[config.mk]
export PLATFORM = sky130hd
export DESIGN_NAME = vote_booth_arbiter
export DESIGN_NICKNAME = d
export VERILOG_FILES = /design/src/rtl/vote_booth_arbiter.sv
export SDC_FILE = /design/constraint.sdc
export NUM_CORES = 1
export LEC_CHECK = 0
export ABC_AREA = 1
export CAP_MARGIN = 20
export CORE_ASPECT_RATIO = 0.5
export CORE_MARGIN = 1.5
export CORE_UTILIZATION = 45
export CTS_CLUSTER_DIAMETER = 30
export DETAILED_ROUTE_END_ITERATION = 8
export GPL_TIMING_DRIVEN = 0
export PLACE_DENSITY = 0.77
export SLEW_MARGIN = 15
export SYNTH_ARGS = -nofsm -noshare
export SYNTH_HDL_FRONTEND = slang
export SYNTH_SLANG_ARGS = --single-unit
[constraint.sdc]
create_clock -name clk -period 2.4 [get_ports clk]
set_input_delay 0.6 -clock clk [delete_from_list [all_inputs] [get_ports clk]]
set_output_delay 0.6 -clock clk [all_outputs]
set_load 0.05 [all_outputs]
[src/rtl/vote_booth_arbiter.sv]
// vote_booth_arbiter: round-robin arbiter sharing one ballot counter among NUM_BOOTHS booths.
// Optional VOTE_ARB_STATS_EN adds saturating accepted/rejected counters.
module vote_booth_arbiter #(
    parameter int NUM_BOOTHS     = 4,
    parameter int TIMEOUT        = 8,
    parameter int RELEASE_CYCLES = 2,
    localparam int IW = (NUM_BOOTHS > 1) ? $clog2(NUM_BOOTHS) : 1,
    localparam int TW = $clog2(TIMEOUT),
    localparam int RW = (RELEASE_CYCLES > 1) ? $clog2(RELEASE_CYCLES) : 1
) (
    input  logic                    clk,
    input  logic                    reset,
    input  logic [NUM_BOOTHS-1:0]   booth_req,
    input  logic [4*NUM_BOOTHS-1:0] booth_voter_id,
    input  logic [2*NUM_BOOTHS-1:0] booth_choice,
    input  logic                    voting_enabled,
    input  logic                    busy,
    output logic [NUM_BOOTHS-1:0]   booth_ack,
    output logic                    booth_accepted,
    output logic [3:0]              voter_id,
`ifdef VOTE_ARB_STATS_EN
    output logic [7:0]              accepted_count,
    output logic [7:0]              rejected_count,
`endif
    output logic                    vote_a,
    output logic                    vote_b,
    output logic                    vote_c,
    output logic                    grant_valid,
    output logic [IW-1:0]           grant_idx
);
    typedef enum logic [1:0] {IDLE, PRESENT, RELEASE, DONE} state_t;

    state_t                  state_q;
    logic [NUM_BOOTHS-1:0]   ack_q;
    logic                    accepted_q, acc_q, va_q, vb_q, vc_q, gv_q;
    logic [3:0]              voter_id_q;
    logic [IW-1:0]           grant_idx_q, last_q, pick;
    logic [TW-1:0]           to_q;
    logic [RW-1:0]           rel_q;
    logic                    found;
    logic [1:0]              pick_choice;
    logic [3:0]              pick_id;
`ifdef VOTE_ARB_STATS_EN
    logic [7:0]              acc_cnt_q, rej_cnt_q;
`endif

    // Descending scan so the nearest booth after last_q overwrites farther ones.
    always_comb begin
        pick  = '0;
        found = 1'b0;
        for (int k = NUM_BOOTHS; k >= 1; k--) begin
            if (booth_req[(int'(last_q) + k) % NUM_BOOTHS]) begin
                pick  = IW'((int'(last_q) + k) % NUM_BOOTHS);
                found = 1'b1;
            end
        end
    end

    assign pick_choice = booth_choice[2*pick +: 2];
    assign pick_id     = booth_voter_id[4*pick +: 4];

    always_ff @(posedge clk or posedge reset) begin
        if (reset) begin
            state_q     <= IDLE;
            ack_q       <= '0;
            accepted_q  <= 1'b0;
            acc_q       <= 1'b0;
            {va_q, vb_q, vc_q} <= 3'b000;
            gv_q        <= 1'b0;
            voter_id_q  <= '0;
            grant_idx_q <= '0;
            last_q      <= IW'(NUM_BOOTHS - 1);
            to_q        <= '0;
            rel_q       <= '0;
`ifdef VOTE_ARB_STATS_EN
            acc_cnt_q   <= '0;
            rej_cnt_q   <= '0;
`endif
        end else begin
            ack_q      <= '0;
            accepted_q <= 1'b0;
            case (state_q)
                IDLE: if (voting_enabled && found) begin
                    gv_q        <= 1'b1;
                    grant_idx_q <= pick;
                    voter_id_q  <= pick_id;
                    acc_q       <= 1'b0;
                    to_q        <= '0;
                    {va_q, vb_q, vc_q} <= {pick_choice == 2'd1, pick_choice == 2'd2, pick_choice == 2'd3};
                    state_q     <= (pick_choice == 2'd0) ? DONE : PRESENT;
                end
                PRESENT: if (busy || !voting_enabled || to_q == TW'(TIMEOUT - 1)) begin
                    acc_q   <= busy;
                    {va_q, vb_q, vc_q} <= 3'b000;
                    rel_q   <= '0;
                    state_q <= RELEASE;
                end else begin
                    to_q <= to_q + 1'b1;
                end
                RELEASE: if (rel_q == RW'(RELEASE_CYCLES - 1)) begin
                    ack_q      <= NUM_BOOTHS'(1) << grant_idx_q;
                    accepted_q <= acc_q;
                    state_q    <= DONE;
                end else begin
                    rel_q <= rel_q + 1'b1;
                end
                default: if (ack_q == '0) begin
                    // Invalid-choice path arrives here without an ack yet; emit it now.
                    ack_q      <= NUM_BOOTHS'(1) << grant_idx_q;
                    accepted_q <= acc_q;
                end else begin
                    gv_q       <= 1'b0;
                    voter_id_q <= '0;
                    last_q     <= grant_idx_q;
                    state_q    <= IDLE;
`ifdef VOTE_ARB_STATS_EN
                    if (accepted_q && acc_cnt_q != 8'hff) acc_cnt_q <= acc_cnt_q + 1'b1;
                    if (!accepted_q && rej_cnt_q != 8'hff) rej_cnt_q <= rej_cnt_q + 1'b1;
`endif
                end
            endcase
        end
    end

    assign booth_ack      = ack_q;
    assign booth_accepted = accepted_q;
    assign voter_id       = voter_id_q;
    assign vote_a         = va_q;
    assign vote_b         = vb_q;
    assign vote_c         = vc_q;
    assign grant_valid    = gv_q;
    assign grant_idx      = grant_idx_q;
`ifdef VOTE_ARB_STATS_EN
    assign accepted_count = acc_cnt_q;
    assign rejected_count = rej_cnt_q;
`endif
endmodule

==> impl_metrics.json <==
{
  "synth.cells.most_frequent": "sky130_fd_sc_hd__nand2_1, sky130_fd_sc_hd__nand3_1, sky130_fd_sc_hd__dfrtp_1",
  "grt_use_met3_pct": 3.26,
  "finalCritPeriodShare_pct": 89.3,
  "ys_seq_area_share_pct": 37.1,
  "global_route.peak_usage_layer": "met2",
  "setup_violations": 0,
  "cts.path.max_buffers": 2,
  "clock_tree.htree_level_count": 1,
  "routed_wire_length_per_instance_um": 11.7,
  "max_cap_viol_count": 0,
  "syn-num-nets": 260,
  "cp_max_fo": 6,
  "post_drt_via_cell_ratio": 5.04,
  "core_area_mm2": 0.00343,
  "drive_above_1_share_pct": 12.9,
  "path_cells": "clkdlybuf4s50_1 -> or3b_2 -> nor2_1 -> nor2_1 -> o211ai_2 -> nor3_1 -> a21oi_1",
  "whs_ns": 0.489,
  "detail_route.first_pass.iterations": 4,
  "result_of_the_run": "finished, final reports clean",
  "antenna_cells_inserted": 0,
  "path_class": "in2reg",
  "cts_num_sinks": 24,
  "tightestPinTransition_ns": 0.850,
  "cts.repair_timing.setup_buffer_count": 0,
  "use_met2_pct": 36.2,
  "wire_length_of_the_first_global_routing_pass_mm": 6.20,
  "cts-root-buf": "sky130_fd_sc_hd__clkbuf_8",
  "critical_path.slowest_cell": "sky130_fd_sc_hd__clkdlybuf4s50_1",
  "fin_skew_ns": 0.00737,
  "post_cts_resize_count": 0,
  "leakage_uw": 0.00106,
  "ys_ff_latch": 24,
  "die-height_um": 45.5,
  "cts_inserted_buffers": 3,
  "ys_async_sr_fraction_pct": 100,
  "grt_usage_pct": 20.2,
  "ctsHoldBuffers": 0,
  "cts.reportedPaths.clkPinSlew_ns": 0.08,
  "drc": 0,
  "grt_max_degree": 25,
  "grt_antenna_before_repair": 0,
  "critical_path_buf_inv_count": 1,
  "required_ns": 2.59,
  "detailed_placement_hpwl_mm": 3.08,
  "synth_largest_type_area_fraction_pct": 33.9,
  "power.total_uw": 3080,
  "ys_dominant_reg_cell": "sky130_fd_sc_hd__dfrtp_1",
  "synth.avg_cell_area_um2": 7.35,
  "insertion_delay_ns": 0.26,
  "die_area_mm2": 0.00400,
  "ir_drop_v": 0.000486,
  "fillCellCount": 303,
  "worstHoldPathType": "reg2reg",
  "die_width_um": 88.0,
  "syn-instance-count": 221,
  "finalWeightedCongestion": 0.909,
  "cp_common_cell": "sky130_fd_sc_hd__nor2_1",
  "num_rows": 15,
  "nets": 311,
  "cts_tree": "done",
  "endpoint_class_of_the_critical_path": "flop",
  "worst_path_largest_cell_delay_ns": 0.52,
  "area_growth_syn_to_layout_pct": 35.1,
  "route.antenna.remaining_nets": 0,
  "max_slew_margin_pct": 43.3,
  "dr.first_iter.drc_count": 83,
  "finalWirelength_mm": 3.77,
  "ioPinCount": 47,
  "syn_area_mm2": 0.00162,
  "rsz_0062_raised_after_global_routing": "no",
  "synth.top_cells.by_area": "sky130_fd_sc_hd__dfrtp_1, sky130_fd_sc_hd__nand2_1, sky130_fd_sc_hd__nand3_1, sky130_fd_sc_hd__o21ai_0, sky130_fd_sc_hd__ha_1",
  "period_minus_slack_ns": 2.14,
  "r2r_slack_ns": 0.34,
  "achievable_frequency_mhz": 467,
  "final_hold_viol_count": 0,
  "first_global_vias": 1499,
  "synth_most_common_cell": "sky130_fd_sc_hd__nand2_1",
  "quantity_of_i_o_buffers_inserted_on_ports": 46,
  "synth_largest_area_cell": "sky130_fd_sc_hd__dfrtp_1",
  "num_vias": 1622,
  "worst_setup_path_start_kind": "input port",
  "ys.warnings.count": 0,
  "worst_ep_arrival_time_ns": 2.33,
  "synth_enable_flop_cells": 0,
  "netlist-cell-type-count": 25,
  "global_route.usage.met1_pct": 26.6,
  "cp_top_family": "simple AND/OR/NAND/NOR gates",
  "initial_utilization_pct": 47.3,
  "power.density_mw_per_mm2": 1400,
  "grt_overflow_total": 0,
  "report.final.slew_viol_count": 0
}
## sequential cells by signal, indices dropped and copies added, names as in the netlist, 2 cells and up
name,flops
to_q,3
booth_ack,4
state_q,2
grant_idx,2
voter_id,4
last_q,2
## final timing paths
| path | start | end | cells past startpoint |
|---|---|---|---|
| worst min register to register | grant_idx[1]$_DFFE_PP0P_ | booth_ack[1]$_DFF_PP0_ | 1 |
| worst max register to register | to_q[0]$_DFFE_PP0P_ | state_q[0]$_DFFE_PP0P_ | 8 |
| worst min-delay path | grant_idx[1]$_DFFE_PP0P_ | booth_ack[1]$_DFF_PP0_ | 1 |
| min in group asynchronous | reset | acc_q$_DFFE_PP0P_ | 2 |
| max in group asynchronous | reset | voter_id[1]$_DFFE_PP0P_ | 2 |
| worst max-delay path | voting_enabled | state_q[0]$_DFFE_PP0P_ | 7 |
## cell usage in the layout (no fill, tap or decap)
cell and instances:
sky130_fd_sc_hd__o21ai_0 19, sky130_fd_sc_hd__a21oi_1 3, sky130_fd_sc_hd__o21a_1 2, sky130_fd_sc_hd__o21ai_1 3
sky130_fd_sc_hd__dfstp_2 2, sky130_fd_sc_hd__inv_1 17, sky130_fd_sc_hd__nand3_4 2, sky130_fd_sc_hd__nand2_4 2
sky130_fd_sc_hd__nand2_2 13, sky130_fd_sc_hd__nor4_1 4, sky130_fd_sc_hd__ha_1 7, sky130_fd_sc_hd__or3b_2 1
sky130_fd_sc_hd__buf_6 2, sky130_fd_sc_hd__clkdlybuf4s50_1 46, sky130_fd_sc_hd__nand2_1 73, sky130_fd_sc_hd__nor3_1 2
sky130_fd_sc_hd__clkbuf_8 3, sky130_fd_sc_hd__dfrtp_1 22, sky130_fd_sc_hd__o21bai_1 1, sky130_fd_sc_hd__nand3_1 25
sky130_fd_sc_hd__a21oi_4 1, sky130_fd_sc_hd__inv_2 4, sky130_fd_sc_hd__clkbuf_1 1, sky130_fd_sc_hd__o211ai_2 1
sky130_fd_sc_hd__inv_4 1, sky130_fd_sc_hd__nor2_2 1, sky130_fd_sc_hd__nor2_1 11, sky130_fd_sc_hd__nand3_2 2
## power by group
group	total, uW	switching [uW]	internal, uW
clock	237	118	118
sequential	707	123	584
combinational	2140	1420	720
## cell type report
class	instances	area (um2)	share of cell area [%]
multi-input cells	173	913	41.6
flip-flops and latches	24	603	27.5
repair buffers	46	460	21.0
inverters	22	85.1	3.88
well taps	51	63.8	2.91
clock buffers	4	45.0	2.05
plain buffers	2	22.5	1.03
## metrics by stage
| stage | cell area [um2] | utilization [%] | TNS, ns | setup slack [ns] | cells |
|---|---|---|---|---|---|
| after floorplan | 1620 | - | 0 | 0.609 | 221 |
| after global placement | 2150 | 62.6 | 0 | 0.0294 | 318 |
| after detailed placement | 2150 | 62.6 | -0.00737 | -0.00737 | 318 |
| after CTS | 2190 | 63.9 | 0 | 0.258 | 322 |
| after global routing | 2190 | 63.9 | 0 | 0.0805 | 322 |
| final | 2190 | 63.9 | 0 | 0.257 | 322 |
## per-layer routing
layer / wire, um / part of all wire, % / up-vias
met1: 1750 / 46 / 761
met5: 0 / 0 / -
met2: 1840 / 49 / 35
met4: 19 / 0.50 / 0
li1: - / - / 824
met3: 166 / 4.4 / 2
## cell families (layout without fill, tap and decap cells)
| family | after synthesis | in the layout | synth area share, % |
|---|---|---|---|
| fa+ha+maj | 7 | 7 | 5.39 |
| simple gates | 136 | 136 | 40.0 |
| flops | 24 | 24 | 37.1 |
| compound gates | 30 | 30 | 10.9 |
| buf+inv | 24 | 74 | 6.63 |
No activity file was read; power rests on OpenSTA's default activity.
